**src/rtl/multi_timer_ctrl_pkg.sv**
```systemverilog
// -----------------------------------------------------------------------------
// multi_timer_ctrl_pkg
//
// Purpose: shared definitions for the multi-channel stopwatch/countdown
// controller. It holds the channel state encoding (also the external status
// encoding), the count-direction encoding and a prescaler width helper.
//
// Ports: none (package).
// -----------------------------------------------------------------------------
package multi_timer_ctrl_pkg;

  // The encoding is the one seen on the status output, so do not reorder.
  typedef enum logic [1:0] {
    ST_IDLE    = 2'b00,
    ST_RUNNING = 2'b01,
    ST_PAUSED  = 2'b10,
    ST_DONE    = 2'b11
  } state_e;

  typedef enum logic {
    MODE_UP   = 1'b0,
    MODE_DOWN = 1'b1
  } mode_e;

  // Width of the prescaler counter. It is at least one bit, so that
  // PRESCALE == 1 still gets a legal vector. In that case the counter is
  // held at 0 and a tick occurs on every cycle.
  function automatic int ps_width(input int prescale);
    return (prescale > 1) ? $clog2(prescale) : 1;
  endfunction

endpackage

```
**src/rtl/multi_timer_ctrl_timer_channel.sv**
```systemverilog
// -----------------------------------------------------------------------------
// timer_channel
//
// Purpose: one independent timer channel. It contains the
// IDLE/RUNNING/PAUSED/DONE control FSM, the count register, the latched count
// direction and a registered done_pulse.
//
// Ports:
//   clk, rst_n   - clock, asynchronous active-low reset
//   sync_reset   - synchronous clear (highest priority)
//   tick         - shared count tick from the prescaler, one clk wide
//   start        - start/resume pulse
//   stop         - pause pulse
//   clear        - return to IDLE
//   mode         - 0 up / 1 down; sampled only on start from IDLE/DONE
//   load_val     - start value for down mode
//   count        - current count
//   status       - current state (state_e encoding)
//   en           - 1 while RUNNING
//   done_pulse   - high in the first cycle status reads DONE
//
// Command priority, high to low: sync_reset > clear > stop > start > tick.
// The control inputs are level-sampled on every clk edge. There is no
// handshake: a one-cycle pulse is one command.
// -----------------------------------------------------------------------------
module timer_channel
  import multi_timer_ctrl_pkg::*;
#(
  parameter int CNT_W = 16
) (
  input  logic             clk,
  input  logic             rst_n,
  input  logic             sync_reset,
  input  logic             tick,
  input  logic             start,
  input  logic             stop,
  input  logic             clear,
  input  logic             mode,
  input  logic [CNT_W-1:0] load_val,
  output logic [CNT_W-1:0] count,
  output logic [1:0]       status,
  output logic             en,
  output logic             done_pulse
);

  localparam logic [CNT_W-1:0] CNT_ZERO = '0;
  localparam logic [CNT_W-1:0] CNT_MAX  = '1;
  localparam logic [CNT_W-1:0] CNT_ONE  = CNT_W'(1);

  state_e           state_q, state_d;
  mode_e            mode_q, mode_d;
  logic [CNT_W-1:0] count_q, count_d;
  logic             done_pulse_q, done_pulse_d;

  // The candidate count for the next tick. Terminal count is detected on
  // this value, so the channel stops at all-ones or at zero and never wraps.
  logic [CNT_W-1:0] stepped;
  logic             stepped_terminal;

  assign stepped = (mode_q == MODE_UP) ? (count_q + CNT_ONE) : (count_q - CNT_ONE);
  assign stepped_terminal = (mode_q == MODE_UP) ? (stepped == CNT_MAX)
                                                : (stepped == CNT_ZERO);

  // ---------------------------------------------------------------------------
  // State register
  // ---------------------------------------------------------------------------
  always_ff @(posedge clk or negedge rst_n) begin
    if (!rst_n) begin
      state_q      <= ST_IDLE;
      mode_q       <= MODE_UP;
      count_q      <= '0;
      done_pulse_q <= 1'b0;
    end else begin
      state_q      <= state_d;
      mode_q       <= mode_d;
      count_q      <= count_d;
      done_pulse_q <= done_pulse_d;
    end
  end

  // ---------------------------------------------------------------------------
  // Next-state logic
  // ---------------------------------------------------------------------------
  always_comb begin
    state_d = state_q;
    mode_d  = mode_q;
    count_d = count_q;

    if (sync_reset || clear) begin
      state_d = ST_IDLE;
      count_d = '0;
    end else begin
      case (state_q)
        // DONE restarts exactly like IDLE. In this state stop is ignored, so
        // when start and stop arrive together, start wins.
        ST_IDLE, ST_DONE: begin
          if (start) begin
            mode_d = mode_e'(mode);
            if (mode_e'(mode) == MODE_DOWN) begin
              count_d = load_val;
              // A zero load has nothing to count, so it finishes at once.
              state_d = (load_val == CNT_ZERO) ? ST_DONE : ST_RUNNING;
            end else begin
              count_d = '0;
              state_d = ST_RUNNING;
            end
          end
        end

        // stop takes priority and discards a tick on the same cycle.
        // start is ignored in this state.
        ST_RUNNING: begin
          if (stop) begin
            state_d = ST_PAUSED;
          end else if (tick) begin
            count_d = stepped;
            if (stepped_terminal) begin
              state_d = ST_DONE;
            end
          end
        end

        // Resume keeps the count and the latched direction. The mode input
        // is not looked at here.
        ST_PAUSED: begin
          if (start) begin
            state_d = ST_RUNNING;
          end
        end

        default: begin
          state_d = ST_IDLE;
          count_d = '0;
        end
      endcase
    end

    // The pulse is registered, so it lines up with the first cycle in which
    // status shows DONE.
    done_pulse_d = (state_d == ST_DONE) && (state_q != ST_DONE);
  end

  // ---------------------------------------------------------------------------
  // Output logic
  // ---------------------------------------------------------------------------
  always_comb begin
    count      = count_q;
    status     = state_q;
    en         = (state_q == ST_RUNNING);
    done_pulse = done_pulse_q;
  end

endmodule

```
**src/rtl/multi_timer_ctrl.sv**
```systemverilog
// -----------------------------------------------------------------------------
// multi_timer_ctrl
//
// Purpose: NUM_CH independent stopwatch/countdown channels. All channels
// share one prescaler that produces a one-clk count tick every PRESCALE
// cycles.
//
// Ports:
//   clk, rst_n   - clock, asynchronous active-low reset
//   sync_reset   - synchronous clear of all channels and the prescaler
//   start/stop/clear/mode [NUM_CH]   - per-channel controls
//   load_val [NUM_CH*CNT_W]          - down-mode start values, ch i at
//                                      [i*CNT_W +: CNT_W]
//   count [NUM_CH*CNT_W]             - per-channel counts, same packing
//   status [2*NUM_CH]                - per-channel state, ch i at [2*i +: 2]
//                                      (00 IDLE, 01 RUNNING, 10 PAUSED,
//                                       11 DONE)
//   en [NUM_CH]                      - channel RUNNING
//   done_pulse [NUM_CH]              - one-cycle pulse on entry to DONE
//   tick                             - prescaler tick, one clk wide
// -----------------------------------------------------------------------------
module multi_timer_ctrl
  import multi_timer_ctrl_pkg::*;
#(
  parameter int NUM_CH   = 4,
  parameter int CNT_W    = 16,
  parameter int PRESCALE = 1000
) (
  input  logic                    clk,
  input  logic                    rst_n,
  input  logic                    sync_reset,
  input  logic [NUM_CH-1:0]       start,
  input  logic [NUM_CH-1:0]       stop,
  input  logic [NUM_CH-1:0]       clear,
  input  logic [NUM_CH-1:0]       mode,
  input  logic [NUM_CH*CNT_W-1:0] load_val,
  output logic [NUM_CH*CNT_W-1:0] count,
  output logic [2*NUM_CH-1:0]     status,
  output logic [NUM_CH-1:0]       en,
  output logic [NUM_CH-1:0]       done_pulse,
  output logic                    tick
);

  localparam int              PS_W    = ps_width(PRESCALE);
  localparam logic [PS_W-1:0] PS_LAST = PS_W'(PRESCALE - 1);
  localparam logic [PS_W-1:0] PS_ONE  = PS_W'(1);

  logic [PS_W-1:0] ps_cnt;
  logic            tick_q;

  // The prescaler runs freely over 0..PRESCALE-1. The tick is registered on
  // the wrap. Because of that, after a sync_reset the first tick appears
  // PRESCALE cycles after release.
  always_ff @(posedge clk or negedge rst_n) begin
    if (!rst_n) begin
      ps_cnt <= '0;
      tick_q <= 1'b0;
    end else if (sync_reset) begin
      ps_cnt <= '0;
      tick_q <= 1'b0;
    end else if (ps_cnt == PS_LAST) begin
      ps_cnt <= '0;
      tick_q <= 1'b1;
    end else begin
      ps_cnt <= ps_cnt + PS_ONE;
      tick_q <= 1'b0;
    end
  end

  assign tick = tick_q;

  for (genvar i = 0; i < NUM_CH; i++) begin : g_ch
    timer_channel #(
      .CNT_W(CNT_W)
    ) u_ch (
      .clk       (clk),
      .rst_n     (rst_n),
      .sync_reset(sync_reset),
      .tick      (tick_q),
      .start     (start[i]),
      .stop      (stop[i]),
      .clear     (clear[i]),
      .mode      (mode[i]),
      .load_val  (load_val[i*CNT_W +: CNT_W]),
      .count     (count[i*CNT_W +: CNT_W]),
      .status    (status[2*i +: 2]),
      .en        (en[i]),
      .done_pulse(done_pulse[i])
    );
  end

endmodule

```
**config.mk**
```make
export PLATFORM = sky130hd
export DESIGN_NAME = multi_timer_ctrl
export DESIGN_NICKNAME = d
export VERILOG_FILES = /design/src/rtl/multi_timer_ctrl_pkg.sv /design/src/rtl/multi_timer_ctrl_timer_channel.sv /design/src/rtl/multi_timer_ctrl.sv
export SDC_FILE = /design/constraint.sdc
export NUM_CORES = 1
export LEC_CHECK = 0
export ABC_AREA = 1
export BUFFER_PORTS_ARGS = -buffer_cell sky130_fd_sc_hd__buf_2
export CAP_MARGIN = 20
export CORE_MARGIN = 1.5
export CORE_UTILIZATION = 37
export DETAILED_ROUTE_END_ITERATION = 10
export HOLD_SLACK_MARGIN = 0.15
export PLACE_DENSITY_LB_ADDON = 0.2
export SETUP_SLACK_MARGIN = 0.3
export SKIP_CTS_REPAIR_TIMING = 1
export SYNTH_ARGS = -nofsm -noshare
export SYNTH_HDL_FRONTEND = slang
export SYNTH_SLANG_ARGS = --single-unit
```
**constraint.sdc**
```tcl
create_clock -name clk -period 2.5 [get_ports clk]
set_input_delay 0.125 -clock clk [delete_from_list [all_inputs] [get_ports clk]]
set_output_delay 0.125 -clock clk [all_outputs]
set_load 0.02 [all_outputs]
```
# Word-level counts from Yosys, hierarchy flattened
# Index checks and enable logic that the tools add are counted.
# totals
output_inout_bits	81
ff_bits	91
# op_classes
bitwise	4
n_reduce_logical	36
add_sub_neg	9
n_mux	72
n_eq_ne	37
# op_table
cell	count
16-bit 2-to-1 mux	24
16-bit logical NOT	8
16-bit one-hot mux with 2 select lines	4
16-bit by 1-bit adder with 16-bit output, second input constant	4
16-bit equality test, second input constant	4
2-bit 2-to-1 mux	32
16-bit by 1-bit subtractor with 16-bit output, second input constant	4
2-bit equality test, second input constant	12
3-bit inequality test, second input constant	8
2-bit one-hot mux with 3 select lines	4
10-bit 2-to-1 mux	2
4-bit AND reduction	4
3-bit by 2-bit inequality test with 1-bit output, second input constant	4
3-bit AND reduction	4
3-bit nonzero test	4
10-bit by 1-bit adder with 10-bit output, second input constant	1
10-bit equality test, second input constant	1
2-bit by 1-bit equality test with 1-bit output, second input constant	4
2-bit logical NOT	4
2-bit inequality test, second input constant	4
2-bit OR reduction	4
1-bit 2-to-1 mux	6
1-bit logical AND	4
1-bit logical OR	4
1-bit NOT	4

# Depth between registers and ports, before layout
# Gate-level depths: netlist of run 1.
# logic_depth
depth_word	11
depth_mapped	21

# Hierarchy
# Synthesis of run 1 repeated with hierarchy kept, for this count alone.
# unflattened
hier_cells	1654
area_unflattened_um2	10173.5
# by_module_without_submodules
module	n_inst	area_each_um2	seq_area_each_um2	cells_per_inst
timer_channel at g_ch[3].u_ch	1	2461.1	500.5	403
timer_channel at g_ch[1].u_ch	1	2399.8	500.5	391
timer_channel at g_ch[0].u_ch	1	2392.3	500.5	402
timer_channel at g_ch[2].u_ch	1	2373.5	500.5	393
multi_timer_ctrl	1	546.8	275.3	65

# Worst setup path before layout of run 1
# Ideal clock, no wire load.
# synth_path
path_type	reg-to-reg
from	register g_ch[3].u_ch.mode_q
to	register g_ch[3].u_ch.done_pulse_q
path_stages_with_launch	17
required_ns	2.429
path_buffers	0
setup_slack_ns	0.149
arrival_time_ns	2.280
cell_sequence	dfrtp_1 -> ha_1 -> or2_1 -> nand3_2 -> nand2_2 -> nand2_1 -> nand2_1 -> xor2_1 -> nor2_1 -> nand3_1 -> nand2_1 -> nand2_1 -> nand2_1 -> nand2_1 -> nand2_1 -> nand3_1 -> nor2_1
# synth_via
elab_chain_cells	10
word_cells_on_any_way	11
# synth_lines
element	line_no	text
start, declared	multi_timer_ctrl_timer_channel.sv:51	mode_e mode_q, mode_d;
start signal, assigned	multi_timer_ctrl_timer_channel.sv:75	mode_q <= mode_d;
16-bit 2-to-1 mux	multi_timer_ctrl_timer_channel.sv:60	assign stepped = (mode_q == MODE_UP) ? (count_q + CNT_ONE) : (count_q - CNT_ONE);
16-bit equality test or 16-bit logical NOT (tied branches)	multi_timer_ctrl_timer_channel.sv:61, multi_timer_ctrl_timer_channel.sv:62	
1-bit 2-to-1 mux (*)	multi_timer_ctrl_timer_channel.sv:61	assign stepped_terminal = (mode_q == MODE_UP) ? (stepped == CNT_MAX)
2-bit 2-to-1 mux (*)	multi_timer_ctrl_timer_channel.sv:117	if (stepped_terminal) begin
2-bit 2-to-1 mux (*)	multi_timer_ctrl_timer_channel.sv:115	end else if (tick) begin
2-bit 2-to-1 mux (*)	multi_timer_ctrl_timer_channel.sv:113	if (stop) begin
2-bit one-hot mux with 3 select lines (*)	multi_timer_ctrl_timer_channel.sv:93	case (state_q)
2-bit 2-to-1 mux (*)	multi_timer_ctrl_timer_channel.sv:89	if (sync_reset || clear) begin
2-bit equality test (*)	multi_timer_ctrl_timer_channel.sv:140	done_pulse_d = (state_d == ST_DONE) && (state_q != ST_DONE);
1-bit logical AND (*)	multi_timer_ctrl_timer_channel.sv:140	
named net g_ch[3].u_ch.done_pulse_d	multi_timer_ctrl_timer_channel.sv:53	logic done_pulse_q, done_pulse_d;
end signal, assigned	multi_timer_ctrl_timer_channel.sv:77	done_pulse_q <= done_pulse_d;
end, declared	multi_timer_ctrl_timer_channel.sv:53	
# The timed path passes the listed nets; every way through them passes the cells marked *.
# A chain may end at the register's enable or synchronous reset.

# Final worst setup path of run 1
# Same ends and word-level chain as after synthesis.

==> impl_metrics.csv, run 1 <==
group,metric,value,unit
synthesis,synthTopCellsByArea,"dfrtp_1 (23%), nand2_1 (19%), nand3_1 (11%), ha_1 (9.9%), inv_1 (8.4%)",
timing,slew_violations,0,
power_and_ir_drop,power.density,467,mW/mm^2
hold_path,holdPathEnd,"g_ch[3].u_ch.count[11]",
die,die_area,0.0273,mm^2
worst_setup_path,reg2reg_from,"g_ch[3].u_ch.mode_q",
timing,max_slew.worst_pin.slew,0.641,ns
worst_setup_path,r2r-end,"g_ch[3].u_ch.done_pulse",
cts,clk_pin_slew,0.07,ns
timing,rsz0062_at_grt,"yes",
synthesis,synth-seq-cells,91,
synthesis,syn_nets,1749,
hold_path,min_path_type,"in -> reg",
place,place_area,0.0118,mm^2
routing,ant_nets,0,
synthesis,ys.flop_type,"dfrtp_1",
worst_setup_path,critical_path_class,"reg -> reg",
timing,hold_ws,0.118,ns
timing,clock.fmax,381,MHz
die,start_util,37.6,%
cts,cts_root_buf,"clkbuf_16",
timing,finalHoldViolCount,0,
die,die_y,165,um
timing,relSlewSlack,56.9,%
synthesis,yosys.area.top_type,"dfrtp_1",
worst_setup_path,critPathMaxStageDelay,0.47,ns
layout,final_layout_size_suffix_gt1_share,34.0,%
worst_setup_path,worst-path-max-fanout,5,
hold_path,worstHoldStart,"load_val[59]",
worst_setup_path,regToRegSetupSlack,-0.12,ns
routing,wire_per_inst,15.1,um
die,ios,164,
routing,drt-initial-drc-count,717,
global_routing,grtUsageTotal,23.3,%
cts,cts_buffers,9,
place,dpl.hpwl,25500,um
synthesis,ys_async_sr_fraction,100,%
hold_path,hold_depth,3,
synthesis,synth_cell_types,42,
global_routing,grt-ovfl-total,0,
layout,final_cell_area,0.0141,mm^2
layout,area_delta_synth_final,45.2,%
timing,final.setup.worst_slack,-0.121,ns
cts,cts_tree,"yes",
synthesis,synth_top_area_share,23.4,%
cts,clock_path_buffers,2,
flow_run,maxCapViolCount,0,
cts,clock-sinks,91,
global_routing,antenna_found_initial,0,
synthesis,yosys_warnings,0,
worst_setup_path,critPathBufInv,2,
die,rows,59,
routing,vias,11573,
worst_setup_path,crit_slowest_cell,"dfrtp_2",
routing,drt_pass1_iterations,5,
global_routing,grt_max_degree,73,
layout,nFillCells,2515,
synthesis,ys_seq_area_share,23.4,%
layout,antenna_cells,0,
worst_setup_path,cp-start-kind,"flop",
place,io_buffers,163,
synthesis,synth_common_cells,"nand2_1 (497), inv_1 (218), nand3_1 (205)",
synthesis,netlist_area,0.00974,mm^2
synthesis,syn_inst,1585,
layout,final_nets,2069,
timing,post-route-period-util,105,%
place,gp_congestion,0.898,
global_routing,grt_first_pass_wirelength,50500,um
timing,skew,0.0101,ns
timing,setup_viol,8,
worst_setup_path,path_cells,"buf_6 -> fa_2 -> or2_4 -> nand2_4 -> inv_2 -> nor2_1 -> nand3_1 -> nor2_1 -> nand3_1 -> nor2_1 -> nand3_1 -> nand2_2 -> nand2_2 -> nand2_1 -> nand2_1 -> nand2_1 -> nand3_1 -> nor2_1",
worst_setup_path,cp.required,2.79,ns
worst_setup_path,crit_path_end_kind,"flop",
routing,drc,0,
worst_setup_path,rr_worst_depth,18,
timing,min_period,2.62,ns
synthesis,synthMostInstantiatedCell,"nand2_1",
die,die_w,165,um
routing,routed_wl,33900,um
worst_setup_path,crit_family,"simple AND/OR/NAND/NOR gates",
worst_setup_path,arrival,2.91,ns
outcome,violations,"negative setup slack",
synthesis,synth_edf_count,0,
synthesis,syn-mean-instance-area,6.14,um^2
global_routing,grt_pass1_vias,10321,
outcome,outcome,"finished with violations",
cts,htree_levels,3,
die,core,0.0259,mm^2
cts,clk_latency,0.36,ns
routing,viasPerCell,5.16,
power_and_ir_drop,leakage,7.35,nW
power_and_ir_drop,ir_worst_vdd,0.289,mV
[sequential cells by signal, summed over array words and instances (netlist names)]
signal                cells
g_ch.u_ch.status          8
g_ch.u_ch.mode_q          4
tick                      1
ps_cnt                   10
g_ch.u_ch.done_pulse      4
g_ch.u_ch.count          64
[report_power, final]
part	leakage [nW]	switching (mW)	total (mW)	internal (mW)
sequential	1.24	0.0941	1.63	1.54
clock	0.121	0.633	1.31	0.678
combinational	5.98	2.02	3.66	1.64
total	7.35	2.74	6.60	3.86
[placed cells by master (no fill, tap or decap), types with 20 or more instances in the layout]
cell and n:
ha_4 49, nand3_2 24, nor2_1 99, a21oi_1 58, nand2_4 26, buf_2 162
inv_1 208, a21oi_2 20, nand2_2 98, nand2_1 394, a22oi_1 22, nand3_1 185
ha_1 24, dfrtp_1 85, buf_4 142, o31ai_1 21, dlygate4sd3_1 27, nor2_2 25
o21ai_0 42
[kinds of logic (layout without fill, tap and decap cells)]
| kind of cell | after synthesis | in the layout | share of synthesized area (%) |
|---|---|---|---|
| buffers and inverters | 261 | 586 | 10.5 |
| adders and majority gates | 81 | 81 | 10.7 |
| DFF | 91 | 91 | 23.4 |
| xor gates and xnor gates | 17 | 17 | 1.53 |
| AOI/OAI and AO/OA | 201 | 201 | 12.1 |
| and+or+nand+nor | 934 | 934 | 41.8 |
[layout make-up]
cell class	instances	area, um^2	share of cell area (%)
multi-input combinational	1233	7940	56.1
clock buffer	14	244	1.73
timing repair buffer	348	2400	17.0
tap	335	419	2.96
clock inverter	2	12.5	0.0885
inverter	222	836	5.91
sequential	91	2290	16.2
[worst register-to-register path: stages (launching register included)]
cell and delay, ns:
dfrtp_2 0.47, buf_6 0.15, fa_2 0.43, or2_4 0.26, nand2_4 0.06, inv_2 0.04, nor2_1 0.09, nand3_1 0.10
nor2_1 0.13, nand3_1 0.10, nor2_1 0.11, nand3_1 0.08, nand2_2 0.10, nand2_2 0.07, nand2_1 0.06, nand2_1 0.07
nand2_1 0.07, nand3_1 0.06, nor2_1 0.10
[how the worst max path moves through the flow]
| stage | start | end | slack (ns) | cells past startpoint |
|---|---|---|---|---|
| after floorplan | g_ch[3].u_ch.mode_q | g_ch[3].u_ch.done_pulse | 0.25 | 17 |
| after global placement | g_ch[3].u_ch.mode_q | g_ch[3].u_ch.done_pulse | -0.17 | 18 |
| after detailed placement | g_ch[3].u_ch.mode_q | g_ch[3].u_ch.done_pulse | -0.19 | 18 |
| after CTS | g_ch[3].u_ch.mode_q | g_ch[3].u_ch.done_pulse | -0.21 | 18 |
| after global routing | g_ch[3].u_ch.mode_q | g_ch[3].u_ch.done_pulse | -0.28 | 18 |
| final | g_ch[3].u_ch.mode_q | g_ch[3].u_ch.done_pulse | -0.12 | 18 |
[through the flow]
stage / util (%) / TNS [ns] / cells / worst slack (ns) / total power [mW]
4_1_cts: 46.6 / -1.15 / 2190 / -0.210 / 5.75
3_5_place_dp: 45.6 / -0.981 / 2174 / -0.191 / 4.42
6_report: 54.6 / -0.298 / 2245 / -0.121 / 6.60
2_1_floorplan: - / 0 / 1585 / 0.254 / 3.28
3_3_place_gp: 45.6 / -0.722 / 2174 / -0.168 / 4.39
5_1_grt: 54.6 / -2.11 / 2245 / -0.285 / 7.03
[routing by layer]
metal	part of all wire [%]	wire length, um	global-route usage (%)	vias up
li1	-	-	-	5818
met1	43	14700	30.6	5343
met2	48	16300	38.8	350
met3	5.6	1890	3.17	62
met4	3.0	1020	8.48	0
met5	0	0	0	-
No activity file was read; power rests on OpenSTA's default activity.
==> run 2: changes to the inputs <==
--- a/config.mk
+++ b/config.mk
@@ -13,7 +13,7 @@
 export DETAILED_ROUTE_END_ITERATION = 10
 export HOLD_SLACK_MARGIN = 0.15
 export PLACE_DENSITY_LB_ADDON = 0.2
-export SETUP_SLACK_MARGIN = 0.3
+export SETUP_SLACK_MARGIN = 0.5
 export SKIP_CTS_REPAIR_TIMING = 1
 export SYNTH_ARGS = -nofsm -noshare
 export SYNTH_HDL_FRONTEND = slang
==> run 2 against run 1 <==
  * The run still ends with negative setup slack left
  * Register-to-register slack worse by 0.02 ns
  * Critical path depth unchanged
  * Die area did not move
  * First-iteration DRC count down 3.1%
  * Clock power is 5% higher
  * Non-clock buffer count increased by 6
  * Hold slack got worse by 0.0073 ns
  * Utilization rose by 3.2 points
  * Largest power group unchanged
  * Critical path type unchanged
  * Sequential share of layout area is 0.86 points lower
==> impl_metrics.csv, run 2 (synthesized netlist as in run 1, its figures left out) <==
group,metric,value,unit
outcome,outcome,"finished with violations",
outcome,violations,"negative setup slack",
die,ios,164,
die,die_y,165,um
routing,vias,11696,
timing,max_slew.worst_pin.slew,0.663,ns
cts,clock-sinks,91,
timing,clock.fmax,379,MHz
timing,post-route-period-util,106,%
die,die_w,165,um
routing,wire_per_inst,15.7,um
worst_setup_path,crit_top_cell,"nand2_1",
timing,setup_viol,7,
place,place_area,0.0118,mm^2
die,die_area,0.0273,mm^2
layout,nFillCells,2412,
layout,final_cell_mix,"nand2_1 (348), inv_1 (194), nand3_1 (178)",
timing,final.setup.worst_slack,-0.141,ns
routing,routed_wl,35300,um
cts,htree_levels,3,
power_and_ir_drop,power.total,7.07,mW
worst_setup_path,cp.required,2.79,ns
die,core,0.0259,mm^2
routing,viasPerCell,5.20,
cts,clk_pin_slew,0.07,ns
power_and_ir_drop,ir_worst_vdd,0.285,mV
layout,final_common_cell,"nand2_1",
layout,final_layout_size_suffix_gt1_share,39.2,%
timing,rsz0062_at_grt,"yes",
cts,cts_root_buf,"clkbuf_16",
routing,drt-initial-drc-count,695,
layout,largest_reg_flops,64,
routing,drc,0,
hold_path,min_path_type,"in -> reg",
global_routing,grt_max_degree,50,
cts,clk_latency,0.36,ns
worst_setup_path,critPathMaxStageDelay,0.55,ns
global_routing,antenna_found_initial,0,
worst_setup_path,critical_path_class,"reg -> reg",
timing,relSlewSlack,55.7,%
timing,skew,0.0106,ns
global_routing,grt_pass1_vias,10288,
place,dpl.hpwl,25200,um
power_and_ir_drop,power.density,472,mW/mm^2
place,gp_congestion,0.916,
global_routing,grtUsageTotal,23.2,%
timing,slew_violations,0,
layout,final_core_util,57.8,%
worst_setup_path,cp-start-kind,"flop",
global_routing,grt-ovfl-total,0,
cts,cts_tree,"yes",
routing,ant_nets,0,
place,io_buffers,163,
layout,antenna_cells,0,
worst_setup_path,arrival,2.93,ns
die,start_util,37.6,%
worst_setup_path,crit_slowest_cell,"dfrtp_4",
layout,final_cell_area,0.0150,mm^2
cts,cts_buffers,9,
die,rows,59,
layout,final_nets,2075,
worst_setup_path,crit_path_end_kind,"flop",
routing,drt_pass1_iterations,5,
worst_setup_path,path_cells,"buf_12 -> fa_2 -> or2_4 -> nand2_4 -> inv_2 -> nor2_1 -> nand3_1 -> nor2_1 -> nand3_1 -> nor2_1 -> nand3_1 -> nand2_1 -> nand2_1 -> nand2_1 -> nand2_1 -> nand2_1 -> nand3_1 -> nor2_1",
timing,min_period,2.64,ns
cts,clock_path_buffers,2,
flow_run,maxCapViolCount,0,
layout,area_delta_synth_final,53.7,%
timing,finalHoldViolCount,0,
worst_setup_path,worst-path-max-fanout,7,
global_routing,grt_first_pass_wirelength,50600,um
power_and_ir_drop,leakage,7.71,nW
run 2: changes by cell type in the layout (fill, tap and decap cells not counted), moves of 11 or more:
cell / delta
o21ai_0: -11
nor2_4: +13
nand2_4: +31
buf_4: -12
nand2_2: +14
nand2_1: -46
inv_1: -14
run 2: critical path, delay by kind of cell (launching register included):
| kind | cells | cell delay (ns) |
|---|---|---|
| adders and majority gates | 1 | 0.42 |
| buffers and inverters | 2 | 0.20 |
| DFF | 1 | 0.55 |
| and+or+nand+nor | 15 | 1.41 |
run 2: area by class of cell:
type                    count  area [um^2]  share of cell area [%]
inverters                 222          852                    5.69
flip-flops and latches     91         2300                    15.3
well taps                 335          419                    2.80
clock buffers              13          260                    1.74
clock inverters             2         12.5                  0.0836
multi-input cells        1233         8560                    57.2
repair buffers            354         2560                    17.1
run 2: routing by layer:
layer  track usage [%]  vias to the layer above  wire length [um]
met5                 0                        -                 0
met4              5.94                        0               793
met3              2.72                       62              1720
met2              40.4                      339             17800
met1              30.4                     5470             14900
li1                  -                     5825                 -
run 2: per-stage QoR:
step                      setup TNS (ns)  cells  setup slack (ns)  hold WS [ns]
after detailed placement          -0.292   2162            -0.107         0.176
after floorplan                        0   1585             0.280        -0.171
after global placement            -0.199   2162           -0.0951         0.176
final                             -0.626   2250            -0.141         0.111
after CTS                         -0.643   2177            -0.150        -0.211
after global routing               -2.52   2250            -0.292         0.150
run 2: final timing paths:
path,startpoint,slack [ns],cells past startpoint,to
setup / recovery,g_ch[3].u_ch.mode_q,-0.14,18,g_ch[3].u_ch.done_pulse
hold / removal,load_val[17],0.11,3,g_ch[1].u_ch.count[1]
hold reg to reg,ps_cnt[0],0.51,1,ps_cnt[0]
setup reg to reg,g_ch[3].u_ch.mode_q,-0.14,18,g_ch[3].u_ch.done_pulse
min in group asynchronous,rst_n,0.32,2,g_ch[0].u_ch.count[3]
max in group asynchronous,rst_n,1.43,3,g_ch[3].u_ch.mode_q
run 2: power by group:
| group | leakage [nW] | switching [mW] | internal, mW |
|---|---|---|---|
| clock | 0.132 | 0.654 | 0.726 |
| sequential | 1.24 | 0.110 | 1.54 |
| combinational | 6.34 | 2.21 | 1.83 |
| total | 7.71 | 2.98 | 4.09 |
